<file path="config.mk">
export PLATFORM = sky130hd
export DESIGN_NAME = cga_wrf_rblock_rd16
export DESIGN_NICKNAME = d
export VERILOG_FILES = /design/src/rtl/cga_wrf_rblock_rd16.sv
export SDC_FILE = /design/constraint.sdc
export NUM_CORES = 1
export LEC_CHECK = 0
export CORE_MARGIN = 3
export CORE_UTILIZATION = 44
export DETAILED_ROUTE_END_ITERATION = 7
export PLACE_DENSITY = 0.86
export SYNTH_ARGS = -nofsm -noshare
export SYNTH_HDL_FRONTEND = slang
export SYNTH_SLANG_ARGS = --single-unit
export TNS_END_PERCENT = 20
</file>
<file path="constraint.sdc">
create_clock -name ALUCLK -period 2.7 [get_ports ALUCLK]
set_clock_uncertainty 0.15 [all_clocks]
set_input_delay 0.27 -clock ALUCLK [delete_from_list [all_inputs] [get_ports ALUCLK]]
set_output_delay 0.27 -clock ALUCLK [all_outputs]
set_load 0.1 [all_outputs]
</file>
<file path="src/rtl/cga_wrf_rblock_rd16.sv">
// Read side of the WRF 16-bit register block: parallel RA latch plus an
// LSB-first serial scan-out of the selected register.
module cga_wrf_rblock_rd16 #(
  parameter int unsigned NREG = 8,
  parameter int unsigned SELW = 4
) (
  input  logic                 ALUCLK,
  input  logic                 RESET_N,
  input  logic [NREG*16-1:0]   REGS_IN,
  input  logic [SELW-1:0]      RSEL,
  input  logic                 RD,
  input  logic                 SCAN,
  output logic [15:0]          RA_15_0,
  output logic                 RVALID,
  output logic                 SO,
  output logic                 SBUSY,
  output logic                 SDONE
);

  localparam int unsigned DW = 16;
  localparam int unsigned CW = 4;

  typedef enum logic [1:0] {IDLE, LOAD, SHIFT, DONE} state_t;

  state_t          state;
  logic [DW-1:0]   shreg;
  logic [CW-1:0]   cnt;
  logic [DW-1:0]   sel;

  // Out-of-range selects read as zero.
  always_comb begin
    sel = '0;
    for (int unsigned k = 0; k < NREG; k++) begin
      if (RSEL == SELW'(k)) sel = REGS_IN[DW*k +: DW];
    end
  end

  // SO is registered alongside the shifter so it always equals the new shreg[0].
  always_ff @(posedge ALUCLK) begin
    if (!RESET_N) begin
      RA_15_0 <= '0;
      RVALID  <= 1'b0;
      SO      <= 1'b0;
      SBUSY   <= 1'b0;
      SDONE   <= 1'b0;
      shreg   <= '0;
      cnt     <= '0;
      state   <= IDLE;
    end else begin
      if (RD) begin
        RA_15_0 <= sel;
        RVALID  <= 1'b1;
      end else begin
        RVALID  <= 1'b0;
      end

      case (state)
        IDLE: begin
          SO    <= 1'b0;
          SBUSY <= 1'b0;
          SDONE <= 1'b0;
          if (SCAN) begin
            state <= LOAD;
            shreg <= sel;
            SO    <= sel[0];
            SBUSY <= 1'b1;
            cnt   <= '0;
          end
        end
        LOAD: begin
          state <= SHIFT;
          shreg <= {1'b0, shreg[DW-1:1]};
          SO    <= shreg[1];
          cnt   <= cnt + CW'(1);
        end
        SHIFT: begin
          shreg <= {1'b0, shreg[DW-1:1]};
          cnt   <= cnt + CW'(1);
          if (cnt == CW'(15)) begin
            state <= DONE;
            SO    <= 1'b0;
            SBUSY <= 1'b0;
            SDONE <= 1'b1;
          end else begin
            SO    <= shreg[1];
          end
        end
        DONE: begin
          state <= IDLE;
          SO    <= 1'b0;
          SBUSY <= 1'b0;
          SDONE <= 1'b0;
        end
        default: begin
          state <= IDLE;
          SO    <= 1'b0;
          SBUSY <= 1'b0;
          SDONE <= 1'b0;
        end
      endcase
    end
  end

endmodule

</file>
Word-level counts from Yosys, hierarchy flattened
Cells that the tools add are included.
- bits of input ports: 136
- flip-flop bits (word level): 42
- latch bits: 0
- word-level logic and storage cells: 57
- ROM bits: 0
- memories: 0
- bits in writable memories: 0
- muxes and demuxes: 24
- order comparisons: 0
- add/sub/neg operators: 1
- divide/modulo/power cells: 0
- multiply operators: 0
- shift-type cells: 0
- equality and inequality tests: 13
- reductions and logical operators: 11
- bitwise gates (word level): 0
- operator list (cell ; count):
    16-bit 2-to-1 mux ; 9
    16-bit case mux with 2 select lines ; 1
    4-bit by 3-bit == test with 1-bit output (second input constant) ; 4
    4-bit by 2-bit == test with 1-bit output (second input constant) ; 2
    2-bit case mux with 4 select lines ; 1
    4-bit case mux with 2 select lines ; 1
    2-bit AND reduction ; 4
    1-bit 2-to-1 mux ; 6
    4-bit by 1-bit adder with 4-bit output (second input constant) ; 1
    2-bit == test (second input constant) ; 2
    4-bit by 1-bit == test with 1-bit output (second input constant) ; 1
    4-bit == test (second input constant) ; 1
    4-bit logical NOT ; 1
    2-bit 2-to-1 mux ; 2
    4-bit 2-to-1 mux ; 1
    2-bit inequality test (second input constant) ; 2
    1-bit case mux with 4 select lines ; 1
    2-bit nonzero test ; 2
    2-bit OR reduction ; 2
    1-bit case mux with 3 select lines ; 1
    3-bit nonzero test ; 1
    2-bit by 1-bit == test with 1-bit output (second input constant) ; 1
    2-bit logical NOT ; 1
    1-bit case mux with 2 select lines ; 1

Longest topological paths before layout
- depth in word-level cells: 11
- gate-level depth with buffers: 8
- depth with buffers taken out: 7

Worst setup path after synthesis
OpenSTA, ideal clock, no wires.
- path kind: register to register
- start: register state[0]
- end: register shreg[14]
- arrival: 1.521 ns
- path buffers: 2
- slack: 0.892 ns
- cell stages (with the launch flop): 8
- setup time: 0.137 ns
- path through: dfxtp_1 inv_1 ha_1 clkbuf_1 buf_1 nand3b_1 o211ai_1 a31oi_1
- cells in the longest elaborated chain, start to end: 4
- elaborated cells between the ends (all ways): 8
- those cells by class: eq/ne: 3; mux: 1; reduce/logical: 4
- ends and longest elaborated chain (what ; RTL line ; RTL):
    from (decl) ; 25 ; state_t state;
    from (signal assigned) ; 48 ; state <= IDLE;
    from (signal assigned) ; 63 ; state <= LOAD;
    from (signal assigned) ; 71 ; state <= SHIFT;
    2-bit == test or 2-bit by 1-bit == test with 1-bit output (tied branches) ; 57 ; case (state)
    2-bit OR reduction (no source line) ; -- ;
    2-bit nonzero test (no source line) ; -- ;
    2-bit AND reduction (no source line) ; -- ;
    to (signal assigned) ; 64 ; shreg <= sel;
    to (signal assigned) ; 72 ; shreg <= {1'b0, shreg[DW-1:1]};
    to (signal assigned) ; 77 ; shreg <= {1'b0, shreg[DW-1:1]};
    to (decl) ; 26 ; logic [DW-1:0] shreg;
Several ways; a longest one is shown, not always the timed one.
A chain may end at the register's enable or synchronous reset.

Final worst setup path
- start: register state[0]
- end: register cnt[3]
- cells in the longest elaborated chain, start to end: 4
- elaborated cells between the ends (all ways): 8
- those cells by class: eq/ne: 3; mux: 1; reduce/logical: 4
- ends and longest elaborated chain (what ; RTL line ; RTL):
    2-bit == test or 2-bit by 1-bit == test with 1-bit output (tied branches) ; 57 ;
    2-bit OR reduction (no source line) ; -- ;
    2-bit nonzero test (no source line) ; -- ;
    2-bit AND reduction (no source line) ; -- ;
    to (signal assigned) ; 74 ; cnt <= cnt + CW'(1);
    to (signal assigned) ; 78 ; cnt <= cnt + CW'(1);
    to (decl) ; 27 ; logic [CW-1:0] cnt;
Several ways; a longest one is shown, not always the timed one.

==> impl_metrics.json <==
{
  "start_kind": "flip-flop",
  "status": "finished, final reports clean",
  "rows": 29,
  "synth.net_count": 550,
  "first_global_vias": 3593,
  "syn2layout_area_growth_pct": 54.8,
  "cts_resized": 0,
  "period_minus_slack_ns": 2.06,
  "synthArstFlopShare_pct": 0,
  "root_buffer": "clkbuf_8",
  "rsz0062_at_grt": "false",
  "placed_cell_area_um2": 4670,
  "hold_buffers": 0,
  "ys_types": 56,
  "wl_met1_mm": 4.41,
  "leakagePower_nw": 1.82,
  "die-area_um2": 8040,
  "cp_slowest_cell": "dfxtp_1",
  "overflow": 0,
  "grt_pass1_wl_mm": 17.3,
  "die_w_um": 89.7,
  "clk_pin_slew_ns": 0.08,
  "tightest_slew_ns": 0.663,
  "cp.required_ns": 2.78,
  "first_pass_iters": 5,
  "maxCapViolCount": 0,
  "hold_ws_ns": 0.346,
  "wirelength_mm": 11.4,
  "pre_cts_ws_ns": 0.413,
  "yosysSeqAreaShare_pct": 26.6,
  "fill_cells": 518,
  "cts_buffer_depth": 2,
  "layout-drive-gt1-share_pct": 11.8,
  "crit_buf_inv": 3,
  "drc": 0,
  "ios": 156,
  "ff2ff_path_depth": 9,
  "cts_tree": "done",
  "max_slew_margin_pct": 55.8,
  "path_class": "flip-flop to flip-flop",
  "grt_usage_pct": 28.1,
  "synth_edf_count": 0,
  "setup_viol": 0,
  "fin_setup_tns_ns": 0,
  "globalplace.congestion": 0.920,
  "critPathArrivalTime_ns": 2.14,
  "cp-end-kind": "flip-flop",
  "path_depth": 9,
  "synthCells": 409,
  "power.share.clock_pct": 16.3,
  "core-area_um2": 6570,
  "nets": 697,
  "viasPerCell": 5.76,
  "ys.flop_type": "dfxtp_1",
  "num_vias": 3743,
  "clock.fmax_mhz": 485,
  "routedWlPerCell_um": 17.5,
  "worst_slack_ns": 0.637,
  "crit_chain": "inv_1 > ha_1 > nand2b_1 > buf_4 > o21a_1 > buf_4 > nand4_1 > xor2_1 > nor2_1",
  "wl_met3_um": 942,
  "seq_power_share_pct": 30.1,
  "port-buffer-count": 155,
  "ys_warn_count": 0,
  "cts.sinks": 41,
  "p_int_mw": 1.57,
  "hold_violations": 0,
  "powerDensity_nw_per_um2": 561,
  "cts_setup_buffers": 0,
  "met2WireLength_mm": 5.75,
  "dp_hpwl_mm": 9.04,
  "power.share.switching_pct": 41.5,
  "slowest_delay_ns": 0.40,
  "final_cell_area_um2": 4770,
  "h-tree-depth": 2,
  "clk_latency_ns": 0.29,
  "regToRegSetupSlack_ns": 0.64,
  "drv_slew": 0,
  "p_comb_share_pct": 53.6,
  "antenna_left": 0,
  "min_period_over_period_pct": 76.4,
  "hp-class": "flip-flop to flip-flop",
  "diodes": 0,
  "crit_fanout": 13,
  "drtIter0Drc": 260,
  "ys_seq_elements": 41,
  "syn-cell-area_um2": 3080,
  "critPathMostFrequentCell": "buf_4",
  "antenna_found_initial": 0,
  "crit_family": "buffers and inverters",
  "grt_max_degree": 38,
  "cts_buffers": 5,
  "holdPathStages": 2,
  "syn_avg_cell_area_um2": 7.53,
  "top_layer_used": "met4",
  "initial_core_util_pct": 46.9,
  "p_switching_mw": 1.11,
  "die_h_um": 89.7,
  "irDropWorstVdd_uv": 410
}
==> synth_stat cells (2+ instances only) <==
| cell type | instances | area share, % |
|---|---|---|
| nor2_1 | 19 | 2.3 |
| nand2b_1 | 9 | 1.8 |
| nor3_1 | 19 | 3.1 |
| nand3b_1 | 11 | 2.7 |
| buf_2 | 14 | 2.3 |
| o21ai_0 | 44 | 7.1 |
| a41o_1 | 2 | 0.65 |
| dfxtp_1 | 41 | 27 |
| a31oi_1 | 21 | 4.3 |
| clkbuf_1 | 14 | 1.7 |
| o221ai_1 | 3 | 0.85 |
| inv_2 | 2 | 0.24 |
| ha_1 | 5 | 2.0 |
| mux2i_1 | 19 | 6.2 |
| xor2_1 | 2 | 0.57 |
| buf_4 | 5 | 1.2 |
| a21oi_1 | 36 | 5.8 |
| nor2b_1 | 12 | 2.4 |
| a22oi_1 | 2 | 0.49 |
| inv_1 | 9 | 1.1 |
| o221a_2 | 2 | 0.73 |
| a32oi_1 | 3 | 0.85 |
| a2bb2oi_1 | 2 | 0.57 |
| o211ai_1 | 20 | 4.9 |
| a21o_1 | 8 | 1.9 |
| buf_1 | 2 | 0.24 |
| nand2_1 | 36 | 4.4 |
| a221oi_1 | 2 | 0.57 |
| nand4_1 | 3 | 0.61 |
| nand4b_1 | 2 | 0.57 |
| mux2_2 | 5 | 1.8 |
| nand3_1 | 11 | 1.8 |
==> placed cells by master, fill, tap and decap left out, drive strengths merged, types with 12 or more instances in the layout <==
cell type,instances
a21oi,36
mux2i,19
dfxtp,41
a31oi,21
nor3,20
o211ai,20
nand2,36
clkdlybuf4s50,133
nor2b,12
buf,43
nor2,20
o21ai,44
==> metrics by stage <==
step           utilization (%)  cells  total power, mW
5_1_grt                   72.6    650             2.84
3_5_place_dp              71.1    642             2.23
2_1_floorplan                -    409             1.73
6_report                  72.6    650             2.67
4_1_cts                   72.6    650             2.66
3_3_place_gp              71.1    642             2.20
==> registers in the layout, indices dropped and copies added, names as in the netlist <==
register / flops
RA_15_0: 16
shreg: 15
cnt: 4
state: 2
RVALID: 1
SBUSY: 1
SDONE: 1
SO: 1
==> cells by family (layout without fill, tap and decap cells) <==
logic type               count (synthesis)  in the layout  synth area share [%]
AND/OR/NAND/NOR                        131            131                  22.2
XOR/XNOR                                 2              2                 0.569
adder cells (fa/ha/maj)                  5              5                  2.03
AO/OA/AOI/OAI                          157            157                  32.5
buffers and inverters                   48            196                  7.27
flip-flops                              41             41                  26.6
multiplexers                            25             25                  8.85
==> area by class of cell <==
type | count | area (um2) | area share [%]
timing repair buffer | 176 | 1650 | 34.6
clock inverter | 1 | 5.00 | 0.105
tap | 93 | 116 | 2.44
sequential | 41 | 821 | 17.2
multi-input combinational | 320 | 2040 | 42.7
clock buffer | 7 | 96.3 | 2.02
inverter | 12 | 45.0 | 0.944
==> final timing paths <==
path            start      to
max          state[0]  cnt[3]
min             SBUSY   SBUSY
max reg2reg  state[0]  cnt[3]
min reg2reg     SBUSY   SBUSY
==> worst min-delay path, cell delays in order, from the launching register on <==
cell	delay, ns
dfxtp_1	0.31
o21ai_0	0.08
a21oi_1	0.06
==> power by group through the flow <==
stage,Clock [mW],Combinational [mW],Sequential (mW)
2_1_floorplan,0,0.759,0.967
3_3_place_gp,0,1.39,0.810
3_5_place_dp,0,1.41,0.815
4_1_cts,0.438,1.42,0.803
5_1_grt,0.461,1.56,0.819
6_report,0.436,1.43,0.806
==> per-layer routing <==
layer | global-route usage (%) | vias up
met2 | 51.2 | 171
met3 | 5.57 | 22
met1 | 33.1 | 1733
met4 | 7.98 | 0
li1 | - | 1817
met5 | 0 | -
(Power assumes the default switching activity.)
